### config.mk
export PLATFORM = sky130hd
export DESIGN_NAME = step_motor_ramp_ctrl_flat
export DESIGN_NICKNAME = d
export VERILOG_FILES = /design/src/rtl/step_motor_ramp_ctrl_if.sv /design/src/rtl/step_motor_ramp_ctrl.sv /design/src/flat_wrapper.sv
export SDC_FILE = /design/constraint.sdc
export NUM_CORES = 1
export LEC_CHECK = 0
export CAP_MARGIN = 20
export CORE_ASPECT_RATIO = 0.5
export CORE_UTILIZATION = 50
export DETAILED_ROUTE_END_ITERATION = 10
export DONT_BUFFER_PORTS = 1
export GPL_TIMING_DRIVEN = 1
export PLACE_DENSITY_LB_ADDON = 0.08
export SKIP_CTS_REPAIR_TIMING = 1
export SYNTH_ARGS = -nofsm -noshare
export SYNTH_HDL_FRONTEND = slang
export SYNTH_SLANG_ARGS = --single-unit
### constraint.sdc
create_clock -name csi_MCLK_clk -period 16.97 [get_ports csi_MCLK_clk]
set_input_delay 2.5455 -clock csi_MCLK_clk [delete_from_list [all_inputs] [get_ports csi_MCLK_clk]]
set_output_delay 2.5455 -clock csi_MCLK_clk [all_outputs]
set_load 0.05 [all_outputs]
### src/rtl/step_motor_ramp_ctrl_if.sv
// rtl/step_motor_ramp_ctrl_if.sv - Avalon-MM control bus bundle for the step motor ramp controller
interface step_motor_ramp_ctrl_if;
   logic [2:0]  avs_ctrl_address;
   logic [31:0] avs_ctrl_writedata;
   logic [3:0]  avs_ctrl_byteenable;
   logic        avs_ctrl_write;
   logic        avs_ctrl_read;
   logic [31:0] avs_ctrl_readdata;
   logic        avs_ctrl_waitrequest;

   modport master (
      output avs_ctrl_address, avs_ctrl_writedata, avs_ctrl_byteenable,
      output avs_ctrl_write, avs_ctrl_read,
      input  avs_ctrl_readdata, avs_ctrl_waitrequest
   );

   modport slave (
      input  avs_ctrl_address, avs_ctrl_writedata, avs_ctrl_byteenable,
      input  avs_ctrl_write, avs_ctrl_read,
      output avs_ctrl_readdata, avs_ctrl_waitrequest
   );
endinterface

### src/rtl/step_motor_ramp_ctrl.sv
// rtl/step_motor_ramp_ctrl.sv - step/dir pulse sequencer with trapezoidal period ramp
// Periods are in clock cycles; a smaller period means a faster step rate.
module step_motor_ramp_ctrl #(
   parameter int PULSE_W  = 4,
   parameter int PERIOD_W = 32
) (
   input  logic                   csi_MCLK_clk,
   input  logic                   rsi_MRST_reset,
   step_motor_ramp_ctrl_if.slave  avs,
   output logic                   step_out,
   output logic                   dir_out,
   output logic                   busy,
   output logic                   irq
);
   typedef enum logic [1:0] {
      S_IDLE   = 2'd0,
      S_ACCEL  = 2'd1,
      S_CRUISE = 2'd2,
      S_DECEL  = 2'd3
   } state_t;

   typedef logic [PERIOD_W-1:0] per_t;

   localparam per_t FLOOR = per_t'(PULSE_W + 1);
   localparam per_t PW    = per_t'(PULSE_W);
   localparam per_t ONE   = per_t'(1);

   state_t      state_q, state_d;
   per_t        steps_q, steps_d;
   per_t        start_period_q, start_period_d;
   per_t        min_period_q, min_period_d;
   per_t        accel_q, accel_d;
   per_t        period_q, period_d;
   per_t        cyc_q, cyc_d;
   per_t        pos_q, pos_d;
   per_t        accel_cnt_q, accel_cnt_d;
   per_t        p0_q, p0_d;
   per_t        pmin_q, pmin_d;
   logic        irq_en_q, irq_en_d;
   logic        done_q, done_d;
   logic        dir_q, dir_d;
   logic        busy_q, busy_d;
   logic        step_q, step_d;
   logic [31:0] rdata_q, rdata_d;

   logic            wr_ctrl, start_cmd, abort_cmd;
   per_t            p0_w, pm_w, pmin_w, rem, per_inc, per_dec;
   logic [PERIOD_W:0] sum_w, diff_w;

   function automatic per_t be_merge(input per_t cur, input logic [31:0] wd, input logic [3:0] be);
      logic [31:0] v;
      v = 32'(cur);
      for (int i = 0; i < 4; i++) begin
         if (be[i]) v[8*i +: 8] = wd[8*i +: 8];
      end
      return per_t'(v);
   endfunction

   always_comb begin
      state_d        = state_q;
      steps_d        = steps_q;
      start_period_d = start_period_q;
      min_period_d   = min_period_q;
      accel_d        = accel_q;
      period_d       = period_q;
      cyc_d          = cyc_q;
      pos_d          = pos_q;
      accel_cnt_d    = accel_cnt_q;
      p0_d           = p0_q;
      pmin_d         = pmin_q;
      irq_en_d       = irq_en_q;
      done_d         = done_q;
      dir_d          = dir_q;
      busy_d         = busy_q;
      step_d         = step_q;
      rdata_d        = rdata_q;

      wr_ctrl   = avs.avs_ctrl_write && (avs.avs_ctrl_address == 3'd0);
      start_cmd = wr_ctrl && avs.avs_ctrl_writedata[0];
      abort_cmd = wr_ctrl && avs.avs_ctrl_writedata[2];

      p0_w   = (start_period_q < FLOOR) ? FLOOR : start_period_q;
      pm_w   = (min_period_q < FLOOR) ? FLOOR : min_period_q;
      pmin_w = (pm_w > p0_w) ? p0_w : pm_w;

      // Widened by one bit so neither ramp direction can wrap before saturating.
      sum_w   = {1'b0, period_q} + {1'b0, accel_q};
      diff_w  = {1'b0, period_q} - {1'b0, accel_q};
      per_inc = (sum_w > {1'b0, p0_q}) ? p0_q : sum_w[PERIOD_W-1:0];
      per_dec = (diff_w[PERIOD_W] || (diff_w[PERIOD_W-1:0] < pmin_q)) ? pmin_q : diff_w[PERIOD_W-1:0];
      rem     = steps_q - pos_q;

      if (wr_ctrl) irq_en_d = avs.avs_ctrl_writedata[3];
      if (avs.avs_ctrl_write && (avs.avs_ctrl_address == 3'd5) && avs.avs_ctrl_writedata[1])
         done_d = 1'b0;

      if (avs.avs_ctrl_write && !busy_q) begin
         case (avs.avs_ctrl_address)
            3'd1: steps_d        = be_merge(steps_q, avs.avs_ctrl_writedata, avs.avs_ctrl_byteenable);
            3'd2: start_period_d = be_merge(start_period_q, avs.avs_ctrl_writedata, avs.avs_ctrl_byteenable);
            3'd3: min_period_d   = be_merge(min_period_q, avs.avs_ctrl_writedata, avs.avs_ctrl_byteenable);
            3'd4: accel_d        = be_merge(accel_q, avs.avs_ctrl_writedata, avs.avs_ctrl_byteenable);
            default: ;
         endcase
      end

      if (avs.avs_ctrl_read) begin
         case (avs.avs_ctrl_address)
            3'd0: rdata_d = {28'd0, irq_en_q, 3'd0};
            3'd1: rdata_d = 32'(steps_q);
            3'd2: rdata_d = 32'(start_period_q);
            3'd3: rdata_d = 32'(min_period_q);
            3'd4: rdata_d = 32'(accel_q);
            3'd5: rdata_d = {28'd0, state_q, done_q, busy_q};
            3'd6: rdata_d = 32'(pos_q);
            default: rdata_d = 32'd0;
         endcase
      end

      if (abort_cmd) begin
         state_d = S_IDLE;
         busy_d  = 1'b0;
         step_d  = 1'b0;
         done_d  = 1'b1;
      end else if (state_q == S_IDLE) begin
         if (start_cmd) begin
            if (steps_q == '0) begin
               done_d = 1'b1;
               pos_d  = '0;
            end else begin
               state_d     = S_ACCEL;
               p0_d        = p0_w;
               pmin_d      = pmin_w;
               period_d    = p0_w;
               cyc_d       = '0;
               pos_d       = ONE;
               accel_cnt_d = '0;
               dir_d       = avs.avs_ctrl_writedata[1];
               busy_d      = 1'b1;
               step_d      = 1'b1;
            end
         end
      end else if (cyc_q == period_q - ONE) begin
         if (rem == '0) begin
            state_d = S_IDLE;
            busy_d  = 1'b0;
            done_d  = 1'b1;
            step_d  = 1'b0;
         end else begin
            pos_d  = pos_q + ONE;
            cyc_d  = '0;
            step_d = 1'b1;
            // Deceleration begins once the remaining steps match the steps spent accelerating.
            case (state_q)
               S_ACCEL: begin
                  if (rem <= accel_cnt_q) begin
                     state_d  = S_DECEL;
                     period_d = per_inc;
                  end else begin
                     period_d    = per_dec;
                     accel_cnt_d = accel_cnt_q + ONE;
                     if (per_dec == pmin_q) state_d = S_CRUISE;
                  end
               end
               S_CRUISE: begin
                  if (rem <= accel_cnt_q) begin
                     state_d  = S_DECEL;
                     period_d = per_inc;
                  end
               end
               default: period_d = per_inc;
            endcase
         end
      end else begin
         cyc_d  = cyc_q + ONE;
         step_d = ((cyc_q + ONE) < PW);
      end
   end

   always_ff @(posedge csi_MCLK_clk or posedge rsi_MRST_reset) begin
      if (rsi_MRST_reset) begin
         state_q        <= S_IDLE;
         steps_q        <= '0;
         start_period_q <= '0;
         min_period_q   <= '0;
         accel_q        <= '0;
         period_q       <= '0;
         cyc_q          <= '0;
         pos_q          <= '0;
         accel_cnt_q    <= '0;
         p0_q           <= '0;
         pmin_q         <= '0;
         irq_en_q       <= 1'b0;
         done_q         <= 1'b0;
         dir_q          <= 1'b0;
         busy_q         <= 1'b0;
         step_q         <= 1'b0;
         rdata_q        <= '0;
      end else begin
         state_q        <= state_d;
         steps_q        <= steps_d;
         start_period_q <= start_period_d;
         min_period_q   <= min_period_d;
         accel_q        <= accel_d;
         period_q       <= period_d;
         cyc_q          <= cyc_d;
         pos_q          <= pos_d;
         accel_cnt_q    <= accel_cnt_d;
         p0_q           <= p0_d;
         pmin_q         <= pmin_d;
         irq_en_q       <= irq_en_d;
         done_q         <= done_d;
         dir_q          <= dir_d;
         busy_q         <= busy_d;
         step_q         <= step_d;
         rdata_q        <= rdata_d;
      end
   end

   assign step_out                 = step_q;
   assign dir_out                  = dir_q;
   assign busy                     = busy_q;
   assign irq                      = done_q & irq_en_q;
   assign avs.avs_ctrl_readdata    = rdata_q;
   assign avs.avs_ctrl_waitrequest = 1'b0;
endmodule

### src/flat_wrapper.sv
// flat-port wrapper written by rule: the top's interface ports become plain ports
module step_motor_ramp_ctrl_flat 
#(
   parameter int PULSE_W  = 4,
   parameter int PERIOD_W = 32
)
  (csi_MCLK_clk, rsi_MRST_reset, step_out, dir_out, busy, irq, avs_avs_ctrl_address, avs_avs_ctrl_writedata, avs_avs_ctrl_byteenable, avs_avs_ctrl_write, avs_avs_ctrl_read, avs_avs_ctrl_readdata, avs_avs_ctrl_waitrequest);
  step_motor_ramp_ctrl_if avs_i ();
  input  logic csi_MCLK_clk;
  input  logic rsi_MRST_reset;
  output logic step_out;
  output logic dir_out;
  output logic busy;
  output logic irq;
  input wire logic [$bits(avs_i.avs_ctrl_address)-1:0] avs_avs_ctrl_address;
  input wire logic [$bits(avs_i.avs_ctrl_writedata)-1:0] avs_avs_ctrl_writedata;
  input wire logic [$bits(avs_i.avs_ctrl_byteenable)-1:0] avs_avs_ctrl_byteenable;
  input wire logic [$bits(avs_i.avs_ctrl_write)-1:0] avs_avs_ctrl_write;
  input wire logic [$bits(avs_i.avs_ctrl_read)-1:0] avs_avs_ctrl_read;
  output wire logic [$bits(avs_i.avs_ctrl_readdata)-1:0] avs_avs_ctrl_readdata;
  output wire logic [$bits(avs_i.avs_ctrl_waitrequest)-1:0] avs_avs_ctrl_waitrequest;
  assign avs_i.avs_ctrl_address = avs_avs_ctrl_address;
  assign avs_i.avs_ctrl_writedata = avs_avs_ctrl_writedata;
  assign avs_i.avs_ctrl_byteenable = avs_avs_ctrl_byteenable;
  assign avs_i.avs_ctrl_write = avs_avs_ctrl_write;
  assign avs_i.avs_ctrl_read = avs_avs_ctrl_read;
  assign avs_avs_ctrl_readdata = avs_i.avs_ctrl_readdata;
  assign avs_avs_ctrl_waitrequest = avs_i.avs_ctrl_waitrequest;
  step_motor_ramp_ctrl #(.PULSE_W(PULSE_W), .PERIOD_W(PERIOD_W)) u_core (.csi_MCLK_clk(csi_MCLK_clk), .rsi_MRST_reset(rsi_MRST_reset), .avs(avs_i), .step_out(step_out), .dir_out(dir_out), .busy(busy), .irq(irq));
endmodule
==> results of run 1 <==
## kinds of logic after synthesis
family | count (synthesis) | share of synthesized area
simple gates | 1024 | 0.176
compound gates | 960 | 0.213
buf+inv | 477 | 0.0635
flops | 359 | 0.313
fa+ha+maj | 232 | 0.102
mux | 207 | 0.0779
xor+xnor | 173 | 0.0542
other cells | 1 | 0.000131
## through the flow
step | area (µm²) | worst slack, ps | std cells | hold slack (ps)
floorplan | 28700 | 4460 | 3433 | 450
global placement | 29100 | 9870 | 4009 | 464
detailed placement | 29100 | 9780 | 4010 | 470
CTS | 30400 | 9720 | 4075 | 485
global route | 30400 | 9260 | 4081 | 540
finish | 30400 | 9640 | 4085 | 478
## layer usage
metal  routed length, µm  up-vias  share of wire
met2               42300     1321           0.38
met4                2110        4          0.019
met1               51700    13000           0.46
li1                    -    12100              -
met5                 138        -         0.0012
met3               15300      117           0.14
## how the worst max path moves through the flow
stage | startpoint | endpoint | slack, ps
global route | u_core.accel_q[0] | u_core.period_q[26] | 9260
CTS | u_core.accel_q[0] | u_core.period_q[26] | 9720
finish | u_core.accel_q[0] | u_core.period_q[26] | 9640
floorplan | rsi_MRST_reset | u_core.accel_cnt_q[0] | 4460
global placement | u_core.accel_q[0] | u_core.period_q[26] | 9870
detailed placement | u_core.accel_q[0] | u_core.period_q[26] | 9780
## layout make-up
class / instances / area share
Multi-Input combinational cell: 2597 / 0.590
Sequential cell: 359 / 0.295
Clock buffer: 48 / 0.0345
Inverter: 270 / 0.0336
Tap cell: 756 / 0.0311
Timing Repair Buffer: 34 / 0.00909
Clock inverter: 17 / 0.00637
Antenna cell: 4 / 0.000329
## critical path, delay by kind of cell (launching register included)
| kind | cells | cell delay [ps] |
|---|---|---|
| adders and majority gates | 3 | 1030 |
| AOI/OAI and AO/OA | 10 | 3260 |
| buffers and inverters | 2 | 430 |
| DFF | 1 | 510 |
| muxes | 1 | 300 |
| and+or+nand+nor | 7 | 1500 |
| xor gates and xnor gates | 1 | 190 |
## report_power, final
part / total (mW) / internal (mW) / leakage, nW / switching [mW]
clock network: 0.881 / 0.475 / 0.593 / 0.407
logic: 4.54 / 1.72 / 7.86 / 2.82
registers: 1.57 / 1.09 / 4.42 / 0.476
total: 6.99 / 3.29 / 12.9 / 3.71
## flip-flops by register name (all words and copies together) (netlist names), 32 cells and up
name                          cells
u_core.accel_cnt_q               32
u_core.accel_q                   32
u_core.avs.avs_ctrl_readdata     32
u_core.cyc_q                     32
u_core.min_period_q              32
u_core.p0_q                      32
u_core.period_q                  32
u_core.pmin_q                    32
u_core.pos_q                     32
u_core.start_period_q            32
u_core.steps_q                   32
## synthesized netlist by cell type, types with 13 or more instances
cell       count
dfrtp_1      359
o21ai_0      318
nand2_1      307
inv_1        268
nor2_1       234
ha_1         229
clkbuf_1     178
a21oi_1      174
xnor2_1      135
mux2_2       120
mux2i_1       86
nor3_1        66
nand3_1       63
nand4_1       60
o22ai_1       59
a21o_1        52
nor4_1        51
a211oi_1      45
or3_1         42
and3_1        38
a221oi_1      37
o211ai_1      35
xor2_1        35
nor2b_1       33
o31ai_1       33
a31oi_1       32
o21a_1        31
nand2b_1      25
and2_1        22
or4_1         22
a2111oi_0     15
o21bai_1      15
buf_1         13
==> results.toml, run 1 <==
[layout]
drive_above_1_share = 0.0785
final_util = 0.542
fillers = 5292
areaGrowthSynthToFinish_pct = 6.03
nets = 3574
final_common_cell = "dfrtp_1"
multi_input_area_um2 = 17900
register_area_um2 = 8980
final_cell_mix = "dfrtp_1, o21ai_0, nand2_1"

[grt]
grt_overflow = 0
met1_usage = 0.577
grt_busiest_layer = "met1"
grtUsageMet2 = 0.499
grt_pass1_vias = 24200
grt.met3_usage = 0.136
grt_usage = 0.379
grt_max_degree = 113
grt_pass1_wl_mm = 164
antenna_found_initial = 8

[sta]
clock_skew_ps = 23.4
drv_slew = 0
rsz0062_at_grt = "no"
tightest_slew_ps = 1190
slew_headroom = 0.208
clock.fmax_mhz = 136
timing.final.crit_share = 0.432
hold_viol = 0
timing.final.crit_period_ps = 7330
setup-violations-final = 0
finalSetupTns_ps = 0

[critical_path]
cpMaxStageDelayCell = "dfrtp_1"
critPathMaxStageDelay_ps = 510
critical_path.cell_chain = "ha_1 -> fa_1 -> nor2b_1 -> o311ai_0 -> a2111oi_0 -> a211o_1 -> a211oi_1 -> o311ai_0 -> nand4_1 -> or3b_2 -> xnor2_1 -> ha_1 -> nand4_1 -> nor3_1 -> a41o_1 -> nor4_1 -> a211oi_1 -> o41ai_2 -> buf_4 -> inv_2 -> nor2_1 -> a221o_1 -> a2bb2oi_1 -> mux2_2"
timing.rr.end = "u_core.period_q[26]"
end_kind = "flip-flop"
critical_path_required_ps = 17420
r2r_slack_ps = 9640
crit_type = "reg -> reg"
r2r-start = "u_core.accel_q[0]"
path_max_fanout = 10
cp_data_arrival_time_ps = 7780
critPathLaunchType = "flip-flop"
reg2regPathDepth = 24

[die]
start_util = 0.512
fp.dieW_um = 341
io_pins = 80
fp.dieH_um = 171
die-area_um2 = 58400
rows = 61
coreArea_um2 = 56100

[clock_network]
cts_tree = "done"
htree_levels = 2
cts-root-buf = "clkbuf_16"
clk_latency_ps = 580
cts_buffers = 37
cts_sinks = 359
clkTransAtPathRegs_ps = 70
clock_path_buffers = 3

[run]
drv_cap = 0

[placement]
place_hpwl_mm = 87.3
numPortBuffers = 0
place.gp.congestion = 1.00

[logic_synthesis]
syn_area_per_cell_um2 = 8.36
ys_ff_latch = 359
synth_area_leaders = "dfrtp_1, ha_1, o21ai_0"
yosysSeqAreaShare = 0.313
synth_area_um2 = 28700
ys.flop_type = "dfrtp_1"
synth_area_leader_cell = "dfrtp_1"
synth_cell_types = 92
synthCells = 3433
synth-edff-count = 0
yosysTopAreaCellShare = 0.313
async_reset_ff_frac = 1.00
ys_warn_count = 0
syn_nets = 3708

[drt]
num_vias = 26600
viasPerCell = 6.50
firstDrtPassIters = 8
wl_mm = 112
drtIter0Drc = 3248
wl_per_cell_um = 27.3
drc = 0
ant_nets = 0

[power]
power.density_nw_per_um2 = 230
leakage_nw = 12.9
peakVddDrop_uv = 159
p_total_mw = 6.99

[worst_hold_path]
hold_end = "u_core.pmin_q[13]"
hold_depth = 2
min-delay-start = "u_core.pmin_q[13]"
hold_class = "reg -> reg"

[run_status]
status = "finished clean"
No activity file was read; power rests on OpenSTA's default activity.
==> run 2: changes to the inputs <==
==> constraint.sdc (replaced) <==
create_clock -name csi_MCLK_clk -period 6.62 [get_ports csi_MCLK_clk]
set_input_delay 0.993 -clock csi_MCLK_clk [delete_from_list [all_inputs] [get_ports csi_MCLK_clk]]
set_output_delay 0.993 -clock csi_MCLK_clk [all_outputs]
set_load 0.05 [all_outputs]
==> run 2 against run 1 <==
  * Non-clock buffer count grew 54
  * Global-route usage shrank 1.9 points
  * Die area is the same
  * Final cell count grew 1.3%
  * Flip-flop and latch count is the same
  * Fmax grew 15%
  * Largest cell class unchanged
  * Worst setup slack lost 9400 ps
  * Clock power grew to 2.6 times the previous value
  * Critical path type unchanged
==> results.toml, run 2 (same netlist as run 1, synthesis figures left out) <==
[worst_hold_path]
hold_class = "in -> async"

[clock_network]
cts_buffers = 38
cts-root-buf = "clkbuf_16"
cts_sinks = 359
htree_levels = 2
clkTransAtPathRegs_ps = 80
cts_tree = "done"
clock_path_buffers = 3
clk_latency_ps = 590

[critical_path]
crit_type = "reg -> reg"
critPathLaunchType = "flip-flop"
path_max_fanout = 6
reg2regPathDepth = 23
critical_path_required_ps = 7100
end_kind = "flip-flop"
cp_data_arrival_time_ps = 6830

[grt]
grt_pass1_vias = 24300
antenna_found_initial = 1
grt_pass1_wl_mm = 157
grt_max_degree = 174
grt_overflow = 0
grt_usage = 0.359

[sta]
setup-violations-final = 0
clock_skew_ps = 36.6
timing.final.crit_share = 0.959
clock.fmax_mhz = 157
hold_viol = 0
drv_slew = 0
tightest_slew_ps = 1070
slew_headroom = 0.285
rsz0062_at_grt = "no"
timing.final.crit_period_ps = 6350

[drt]
drc = 0
num_vias = 26600
wl_per_cell_um = 25.7
wl_mm = 107
viasPerCell = 6.43
firstDrtPassIters = 6
ant_nets = 0
drtIter0Drc = 2865

[layout]
final_common_cell = "dfrtp_1"
areaGrowthSynthToFinish_pct = 7.90
antennaDiodeCount = 0
fillers = 5296
nets = 3629
final_cell_mix = "dfrtp_1, o21ai_0, nand2_1"
fin_area_um2 = 31000
drive_above_1_share = 0.0949

[die]
io_pins = 80
fp.dieW_um = 341
start_util = 0.512
die-area_um2 = 58400
coreArea_um2 = 56100
fp.dieH_um = 171
rows = 61

[placement]
place_hpwl_mm = 83.2
placed_area_um2 = 29500
numPortBuffers = 0
place.gp.congestion = 1.00

[power]
peakVddDrop_uv = 256
leakage_nw = 13.2
power.density_nw_per_um2 = 587
p_total_mw = 18.2

[run]
drv_cap = 0

[run_status]
status = "finished clean"
-- run 2: cell types whose count changed in the layout (fill, tap and decap cells not counted), moves of 3 or more --
cell	delta
a211oi_1	-3
clkinv_2	+3
buf_12	+6
a211oi_2	+3
buf_4	+48
a2111oi_0	-3
clkinvlp_4	-3
diode_2	-4
-- run 2: path summary, 6_finish.rpt --
check | startpoint | end | slack [ps]
max | u_core.pos_q[0] | u_core.state_q[0] | 270
min | rsi_MRST_reset | u_core.cyc_q[4] | 470
max reg2reg | u_core.pos_q[0] | u_core.state_q[0] | 270
min reg2reg | u_core.pmin_q[2] | u_core.pmin_q[2] | 490
max in group asynchronous | rsi_MRST_reset | u_core.pos_q[17] | 4670
min in group csi_MCLK_clk | u_core.pmin_q[2] | u_core.pmin_q[2] | 490
-- run 2: critical path: stages (launching register included) --
cell and delay, ps:
dfrtp_1 450, ha_1 220, inv_1 70, fa_1 420, a211oi_1 250, o21a_1 200
o21ai_0 200, nand3_1 200, nand2_1 100, a41oi_1 320, o21ai_0 160, xor2_1 180
ha_1 290, nand4_1 120, or4_1 580, or3_1 400, or2_2 330, nand2_2 160
o221a_4 290, o2111ai_1 200, nor4_2 350, buf_2 270, and3b_1 220, mux2_2 270
-- run 2: layer usage --
layer | track usage | routed length [µm] | up-vias
li1 | - | - | 12200
met1 | 0.538 | 50100 | 13000
met2 | 0.497 | 41700 | 1237
met3 | 0.106 | 12000 | 156
met4 | 0.0815 | 2550 | 4
met5 | 0.0350 | 277 | -
-- run 2: metrics by stage --
stage / worst slack [ps] / hold WS [ps] / cells / utilization / TNS (ps)
6_report: 270 / 472 / 4138 / 0.552 / 0
5_1_grt: 7.30 / 490 / 4138 / 0.552 / 0
4_1_cts: 26.1 / 481 / 4128 / 0.550 / 0
3_5_place_dp: 53.6 / 480 / 4060 / 0.526 / 0
3_3_place_gp: -392 / 464 / 4057 / 0.526 / -418
2_1_floorplan: 484 / 450 / 3433 / - / 0
-- run 2: report_power, final --
| group | leakage (nW) | switching, mW | internal, mW |
|---|---|---|---|
| Combinational | 8.15 | 7.18 | 4.75 |
| Sequential | 4.42 | 1.13 | 2.81 |
| Clock | 0.637 | 1.03 | 1.28 |
-- run 2: cell type report --
| cell class | instances | area (µm²) | share of cell area |
|---|---|---|---|
| Timing Repair Buffer | 88 | 736 | 0.0238 |
| Clock buffer | 51 | 1080 | 0.0349 |
| Tap cell | 756 | 946 | 0.0306 |
| Sequential cell | 359 | 8980 | 0.290 |
| Clock inverter | 17 | 220 | 0.00711 |
| Multi-Input combinational cell | 2597 | 18000 | 0.581 |
| Inverter | 270 | 1020 | 0.0329 |
